$ cat config.mk
export PLATFORM = sky130hd
export DESIGN_NAME = seg7_scan4
export DESIGN_NICKNAME = d
export VERILOG_FILES = /design/src/rtl/seg7_scan4.sv
export SDC_FILE = /design/constraint.sdc
export NUM_CORES = 1
export LEC_CHECK = 0
export ABC_AREA = 0
export BUFFER_PORTS_ARGS = -buffer_cell sky130_fd_sc_hd__buf_2
export CAP_MARGIN = 0
export CORE_UTILIZATION = 50
export DETAILED_ROUTE_END_ITERATION = 8
export PLACE_DENSITY_LB_ADDON = 0.2
export SKIP_CTS_REPAIR_TIMING = 1
export SLEW_MARGIN = 40
export SYNTH_ARGS = -nofsm -noshare
export SYNTH_HDL_FRONTEND = slang
export SYNTH_SLANG_ARGS = --single-unit
$ cat constraint.sdc
create_clock -name CLK -period 3.7 [get_ports CLK]
set_clock_uncertainty 0.15 [all_clocks]
set_input_delay 0.555 -clock CLK [delete_from_list [all_inputs] [get_ports CLK]]
set_output_delay 0.555 -clock CLK [all_outputs]
set_load 0.01 [all_outputs]
$ cat src/rtl/seg7_scan4.sv
// seg7_scan4: 4-digit multiplexed 7-segment driver with anti-ghost blanking,
// leading-zero suppression and frame-aligned value updates.
module seg7_scan4 #(
  parameter int SCAN_DIV = 250000,
  parameter int BLANK    = 4,
  parameter int HEX      = 0,
  parameter int LZB      = 1
) (
  input  logic        CLK,
  input  logic        RST,
  input  logic        LOAD,
  input  logic [15:0] DIN,
  input  logic [3:0]  DPIN,
  output logic        BUSY,
  output logic        FRAME,
  output logic [6:0]  seg,
  output logic        dp,
  output logic [3:0]  K
);
  localparam int TW = SCAN_DIV > 1 ? $clog2(SCAN_DIV) : 1;
  logic [TW-1:0] tim_q, tim_d;
  logic [1:0]    idx_q, idx_d;
  logic [15:0]   dsp_q, dsp_d;
  logic [3:0]    dps_q, dps_d;
  logic [19:0]   pend_q, pend_d;
  logic          busy_q, busy_d;
  logic          frame_q;
  logic [3:0]    k_q, k_d;
  logic [6:0]    seg_q, seg_d;
  logic          dp_q, dp_d;
  logic          wrap, bnd, blank, lz;
  logic [3:0]    nib;
  function automatic logic [6:0] glyph(input logic [3:0] n);
    case (n)
      4'h0:    glyph = 7'b1000000;
      4'h1:    glyph = 7'b1111001;
      4'h2:    glyph = 7'b0100100;
      4'h3:    glyph = 7'b0110000;
      4'h4:    glyph = 7'b0011001;
      4'h5:    glyph = 7'b0010010;
      4'h6:    glyph = 7'b0000010;
      4'h7:    glyph = 7'b1111000;
      4'h8:    glyph = 7'b0000000;
      4'h9:    glyph = 7'b0010000;
      4'hA:    glyph = 7'b0001000;
      4'hB:    glyph = 7'b0000011;
      4'hC:    glyph = 7'b1000110;
      4'hD:    glyph = 7'b0100001;
      4'hE:    glyph = 7'b0000110;
      default: glyph = 7'b0001110;
    endcase
  endfunction
  assign wrap  = tim_q == TW'(SCAN_DIV - 1);
  assign bnd   = wrap && idx_q == 2'd3;
  assign blank = tim_q < TW'(BLANK);
  assign nib   = dsp_q[{idx_q, 2'b00} +: 4];
  // A digit is a leading zero when it and every digit above it are zero.
  assign lz    = LZB != 0 && idx_q != 2'd0 && (dsp_q >> {idx_q, 2'b00}) == 16'h0;
  always_comb begin
    tim_d  = wrap ? '0 : tim_q + TW'(1);
    idx_d  = wrap ? idx_q + 2'd1 : idx_q;
    dsp_d  = dsp_q;
    dps_d  = dps_q;
    pend_d = pend_q;
    busy_d = busy_q;
    if (bnd) begin
      busy_d = 1'b0;
      if (LOAD || busy_q) {dsp_d, dps_d} = LOAD ? {DIN, DPIN} : pend_q;
    end else if (LOAD) begin
      pend_d = {DIN, DPIN};
      busy_d = 1'b1;
    end
    k_d   = blank ? 4'b1111 : ~(4'b0001 << idx_q);
    seg_d = (blank || lz || (HEX == 0 && nib > 4'd9)) ? 7'h7F : glyph(nib);
    dp_d  = blank | ~dps_q[idx_q];
  end
  always_ff @(posedge CLK or posedge RST) begin
    if (RST) begin
      tim_q   <= '0;
      idx_q   <= '0;
      dsp_q   <= '0;
      dps_q   <= '0;
      pend_q  <= '0;
      busy_q  <= 1'b0;
      frame_q <= 1'b0;
      k_q     <= 4'b1111;
      seg_q   <= 7'h7F;
      dp_q    <= 1'b1;
    end else begin
      tim_q   <= tim_d;
      idx_q   <= idx_d;
      dsp_q   <= dsp_d;
      dps_q   <= dps_d;
      pend_q  <= pend_d;
      busy_q  <= busy_d;
      frame_q <= bnd;
      k_q     <= k_d;
      seg_q   <= seg_d;
      dp_q    <= dp_d;
    end
  end
  assign BUSY  = busy_q;
  assign FRAME = frame_q;
  assign K     = k_q;
  assign seg   = seg_q;
  assign dp    = dp_q;
endmodule

==> results.json, run 1 <==
{
  "cts_buffer_depth": 2,
  "r2r_start": "idx_q[1]",
  "cts_tree": "built",
  "nets": 359,
  "yosysWarningCount": 0,
  "fp.dieW_um": 88.7,
  "path_class": "reg2reg",
  "switching_share_pct": 20.0,
  "crit_path_end_kind": "register",
  "cp-start-kind": "register",
  "grt_pass1_wl_um": 10900,
  "io_buffers": 36,
  "p_per_area_nw_per_um2": 402,
  "max_slew_margin_pct": 59.2,
  "cap_violations": 0,
  "wl_um": 6470,
  "synthCells": 288,
  "worst_pin_slew_ns": 0.611,
  "clkSinkCount": 74,
  "yosysTopAreaCell": "dfrtp_1",
  "period_share_pct": 77.1,
  "area_growth_pct": 12.7,
  "stdcell_count": 429,
  "netlist-cell-type-count": 46,
  "rows": 31,
  "ys_ff_latch": 74,
  "cp.required_ns": 3.81,
  "antenna_found_initial": 0,
  "globalRouteOverflowTotal": 0,
  "clock.fmax_ghz": 0.350,
  "cp_max_fo": 11,
  "async_flop_share_pct": 100,
  "drive_gt1_share_pct": 43.0,
  "p_int_uw": 1360,
  "peakVddDrop_v": 0.000207,
  "hold_class": "in2async",
  "die_area_um2": 7880,
  "clkPwrFrac_pct": 45.3,
  "dp_hpwl_um": 4710,
  "via_count": 2272,
  "yosys-top-cells-area": "dfrtp_1 (41%), mux2_2 (13%), dfstp_2 (8.4%)",
  "r2r_slack_ns": 0.85,
  "seq_area_frac_synth_pct": 49.6,
  "place_inst": 413,
  "post-route-util_pct": 58.4,
  "r2r-end": "seg[6]",
  "path_clk_slew_ns": 0.08,
  "sequentialPowerShare_pct": 49.3,
  "tns_ns": 0,
  "initial_core_util_pct": 51.9,
  "worstSetupStartpoint": "idx_q[1]",
  "finalSetupViolCount": 0,
  "routed_via_density": 5.30,
  "crit_path_cell_trace": "mux4_2 > inv_1 > ha_1 > or4b_2 > a211o_1 > o211ai_1",
  "place.gp.congestion": 0.814,
  "slowest_stage": "mux4_2",
  "ioPinCount": 37,
  "die_h_um": 88.7,
  "numCtsBuffers": 9,
  "synth_nets": 322,
  "yosysTopAreaCellShare_pct": 41.2,
  "finalHoldViolCount": 0,
  "synth_common_cells": "dfrtp_1 (62), mux2_2 (42), mux2_4 (20)",
  "htree_levels": 3,
  "grt_max_degree": 31,
  "cp.arrival_ns": 2.97,
  "fin_crit_ns": 2.85,
  "synth_flop_cell": "dfrtp_1",
  "grtUsageTotal_pct": 19.0,
  "finalMaxSlewViolations": 0,
  "detail_route.first_pass.iterations": 4,
  "grt_pass1_vias": 2232,
  "drc": 0,
  "power_frac_comb_pct": 5.4,
  "synth.most_common_cell": "dfrtp_1",
  "ant_nets": 0,
  "routedWlPerCell_um": 15.1,
  "slowest_delay_ns": 0.63,
  "n_antenna_cell": 0,
  "rsz0062_at_grt": "false",
  "synth_edf_count": 0,
  "whs_ns": 0.127,
  "reg2reg_depth": 6,
  "status": "finished clean",
  "cts_root_buffer": "clkbuf_8",
  "syn_area_per_cell_um2": 13.1,
  "power.switching_uw": 342,
  "leakage_uw": 0.00191,
  "synth_area_um2": 3760,
  "drt-initial-drc-count": 80,
  "clock_latency_ns": 0.34,
  "core_area_um2": 7250
}
layer usage:
metal  track usage (%)  vias to the layer above  routed length, um
li1                  -                     1110                  -
met1              26.3                     1105               3140
met2              28.3                       50               2990
met3              4.29                        7                251
met4              8.80                        0                 85
met5                 0                        -                  0
state kept, by name, summed over array words and instances, names as in the netlist:
register / flops
BUSY: 1
FRAME: 1
K: 4
dp: 1
dps_q: 4
dsp_q: 16
idx_q: 2
pend_q: 20
seg: 7
tim_q: 18
through the flow:
step                worst slack (ns)  power (uW)  instance area [um2]
floorplan                       1.06         920                 3760
global placement               0.929         948                 3990
detailed placement             0.837         951                 3990
CTS                            0.832        1730                 4240
global route                   0.694        1780                 4240
finish                         0.846        1710                 4240
layout make-up:
cell class              instances  area, um2
inverters                      11       41.3
clock inverters                 5        100
well taps                      99        124
flip-flops and latches         74       1870
multi-input cells             190       1750
clock buffers                  11        151
repair buffers                 39        203
fillers                       621       3010
cell families after synthesis:
group	count (synthesis)	share of synthesized area, %
AO/OA/AOI/OAI	19	3.26
XOR/XNOR	13	3.03
adder cells (fa/ha/maj)	11	3.66
buffers and inverters	24	3.79
flip-flops	74	49.6
multiplexers	73	25.1
AND/OR/NAND/NOR	74	11.5
worst max-delay path by stage:
| stage | endpoint | slack, ns | cells after the start |
|---|---|---|---|
| 2_1_floorplan | seg[6] | 1.06 | 7 |
| 3_3_place_gp | seg[6] | 0.93 | 6 |
| 3_5_place_dp | seg[6] | 0.84 | 6 |
| 4_1_cts | seg[6] | 0.83 | 6 |
| 5_1_grt | seg[6] | 0.69 | 6 |
| 6_report | seg[6] | 0.85 | 6 |
cells in the final DEF, fill, tap and decap left out, types with 8 or more instances in the layout:
cell type / count
ha_1: 11
mux2_2: 42
nand3_1: 13
dfstp_2: 12
buf_2: 36
mux2_4: 20
dfrtp_1: 62
clkbuf_8: 11
nor2_1: 10
nand2_1: 14
inv_1: 10
xnor2_1: 8
power by group through the flow:
stage	logic (uW)	registers (uW)	clock network, uW
floorplan	67.9	853	0
global route	102	843	831
global placement	93.8	854	0
detailed placement	94.6	856	0
finish	91.8	841	773
CTS	95.3	841	795
critical path: cells and delay by family (launching register included):
family          cells  cell delay (ns)
mux                 1             0.63
flops               1             0.59
simple gates        1             0.58
compound gates      2             0.50
fa+ha+maj           1             0.18
buf+inv             1             0.15
No activity file was read; power rests on OpenSTA's default activity.
==> run 2, diff against run 1 <==
==> constraint.sdc (replaced) <==
create_clock -name CLK -period 2.8 [get_ports CLK]
set_clock_uncertainty 0.15 [all_clocks]
set_input_delay 0.42 -clock CLK [delete_from_list [all_inputs] [get_ports CLK]]
set_output_delay 0.42 -clock CLK [all_outputs]
set_load 0.01 [all_outputs]
==> run 2 against run 1 <==
The flow now finishes with violations (hold timing). Register-to-register slack worse by 0.67 ns. Sequential power grew 32%. Total power rose by 18%. Cell area down 0.44%. Cell count up 0.93%. Sequential share of layout area increased by 0.20 points. Global-route usage up 0.22 points. Maximum frequency grew 8.8%. Worst hold slack got worse by 0.13 ns. Via count up 0.66%. Clock-buffer cell count grew 1. Sequential cell count unchanged. Largest cell class unchanged.
==> results.json, run 2 (same netlist as run 1, synthesis figures left out) <==
{
  "whs_ns": -0.000612,
  "status": "complete, but fails checks",
  "numCtsBuffers": 9,
  "globalRouteOverflowTotal": 0,
  "routed_via_density": 5.28,
  "place_worst_setup_slack_ns": 0.198,
  "rows": 31,
  "r2r_start": "idx_q[0]",
  "nets": 363,
  "fp.dieW_um": 88.7,
  "period_share_pct": 93.7,
  "p_per_area_nw_per_um2": 477,
  "grtUsageTotal_pct": 19.2,
  "clock_latency_ns": 0.35,
  "cp_max_fo": 7,
  "cp-start-kind": "register",
  "finalMaxSlewViolations": 0,
  "die_h_um": 88.7,
  "cp.required_ns": 2.93,
  "grt_pass1_vias": 2272,
  "place.gp.congestion": 0.835,
  "layout_common_cells": "dfrtp_1 (62), mux2_2 (42), buf_2 (36), mux2_4 (20), nand2_1 (14)",
  "cts_tree": "built",
  "cts_root_buffer": "clkbuf_8",
  "drive_gt1_share_pct": 43.7,
  "drc": 0,
  "initial_core_util_pct": 51.9,
  "cts_buffer_depth": 2,
  "detail_route.first_pass.iterations": 4,
  "cp.arrival_ns": 2.75,
  "hold_class": "in2async",
  "grt_max_degree": 46,
  "ant_nets": 0,
  "layout_commonest_cell": "dfrtp_1",
  "fin_crit_ns": 2.62,
  "worst_pin_slew_ns": 0.624,
  "largest_reg_flops": 20,
  "area_growth_pct": 12.2,
  "max_slew_margin_pct": 58.3,
  "leakage_uw": 0.00190,
  "clkSinkCount": 74,
  "regMostFlops": "pend_q",
  "path_clk_slew_ns": 0.08,
  "finalHoldViolCount": 3,
  "n_antenna_cell": 0,
  "wl_um": 6560,
  "htree_levels": 3,
  "reg_top3": "pend_q: 20 flops, tim_q: 18 flops, dsp_q: 16 flops",
  "via_count": 2287,
  "dp_hpwl_um": 4670,
  "io_buffers": 36,
  "crit_path_end_kind": "register",
  "antenna_found_initial": 0,
  "clock.fmax_ghz": 0.381,
  "worstSetupStartpoint": "idx_q[0]",
  "cap_violations": 0,
  "finalSetupViolCount": 0,
  "peakVddDrop_v": 0.000295,
  "drt-initial-drc-count": 71,
  "routedWlPerCell_um": 15.1,
  "nFillCells": 596,
  "violations": "hold timing",
  "grt_pass1_wl_um": 11200,
  "seq_area_um2": 1870,
  "core_area_um2": 7250,
  "ioPinCount": 37,
  "path_class": "reg2reg",
  "post-route-util_pct": 58.2,
  "tns_ns": 0,
  "multi_input_area_um2": 1750,
  "worst_slack_ns": 0.177,
  "rsz0062_at_grt": "false",
  "die_area_um2": 7880
}
==> run 2: cell types whose count changed in the layout (fill, tap and decap cells not counted) <==
cell / before / now
buf_12: 0 / 1
buf_4: 3 / 6
bufinv_16: 3 / 0
clkbuf_8: 11 / 12
clkinvlp_4: 0 / 2
==> run 2: worst paths after layout <==
check                       endpoint  slack, ns  cells after the start
min in group CLK           pend_q[4]       0.15                      2
max reg2reg                   seg[6]       0.18                      6
min reg2reg                 tim_q[0]       0.34                      1
max                           seg[6]       0.18                      6
max in group asynchronous  dsp_q[12]       1.84                      3
min                         dps_q[2]    -0.0006                      2
==> run 2: layer usage <==
metal / track usage [%] / share of wire (%) / wire length [um]
met1: 26.6 / 50 / 3300
met2: 29.0 / 45 / 2950
met5: 0 / 0 / 0
met3: 4.85 / 3.2 / 210
met4: 7.48 / 1.5 / 96
==> run 2: layout make-up <==
type / count / area share [%]
clock inverter: 4 / 0.593
sequential: 74 / 44.2
timing repair buffer: 43 / 5.81
tap: 99 / 2.94
clock buffer: 12 / 3.91
multi-input combinational: 190 / 41.5
inverter: 11 / 0.978
==> run 2: critical path, stage by stage (launching register included) <==
cell	delay, ns
dfrtp_1	0.37
mux4_2	0.59
inv_1	0.16
ha_1	0.19
or4b_2	0.58
a211o_1	0.38
o211ai_1	0.12
==> run 2: metrics by stage <==
stage	total power, uW	instance area [um2]	cells	hold WS (ns)
2_1_floorplan	1220	3760	288	0.300
3_3_place_gp	1260	4030	417	0.322
3_5_place_dp	1260	4030	417	0.334
4_1_cts	2040	4220	433	0.0131
5_1_grt	2090	4220	433	0.0489
6_report	2010	4220	433	-0.000612
==> run 2: where the power goes <==
| part | switching (uW) | internal [uW] |
|---|---|---|
| Combinational | 56.2 | 68.2 |
| Clock | 387 | 391 |
| Sequential | 12.6 | 1100 |
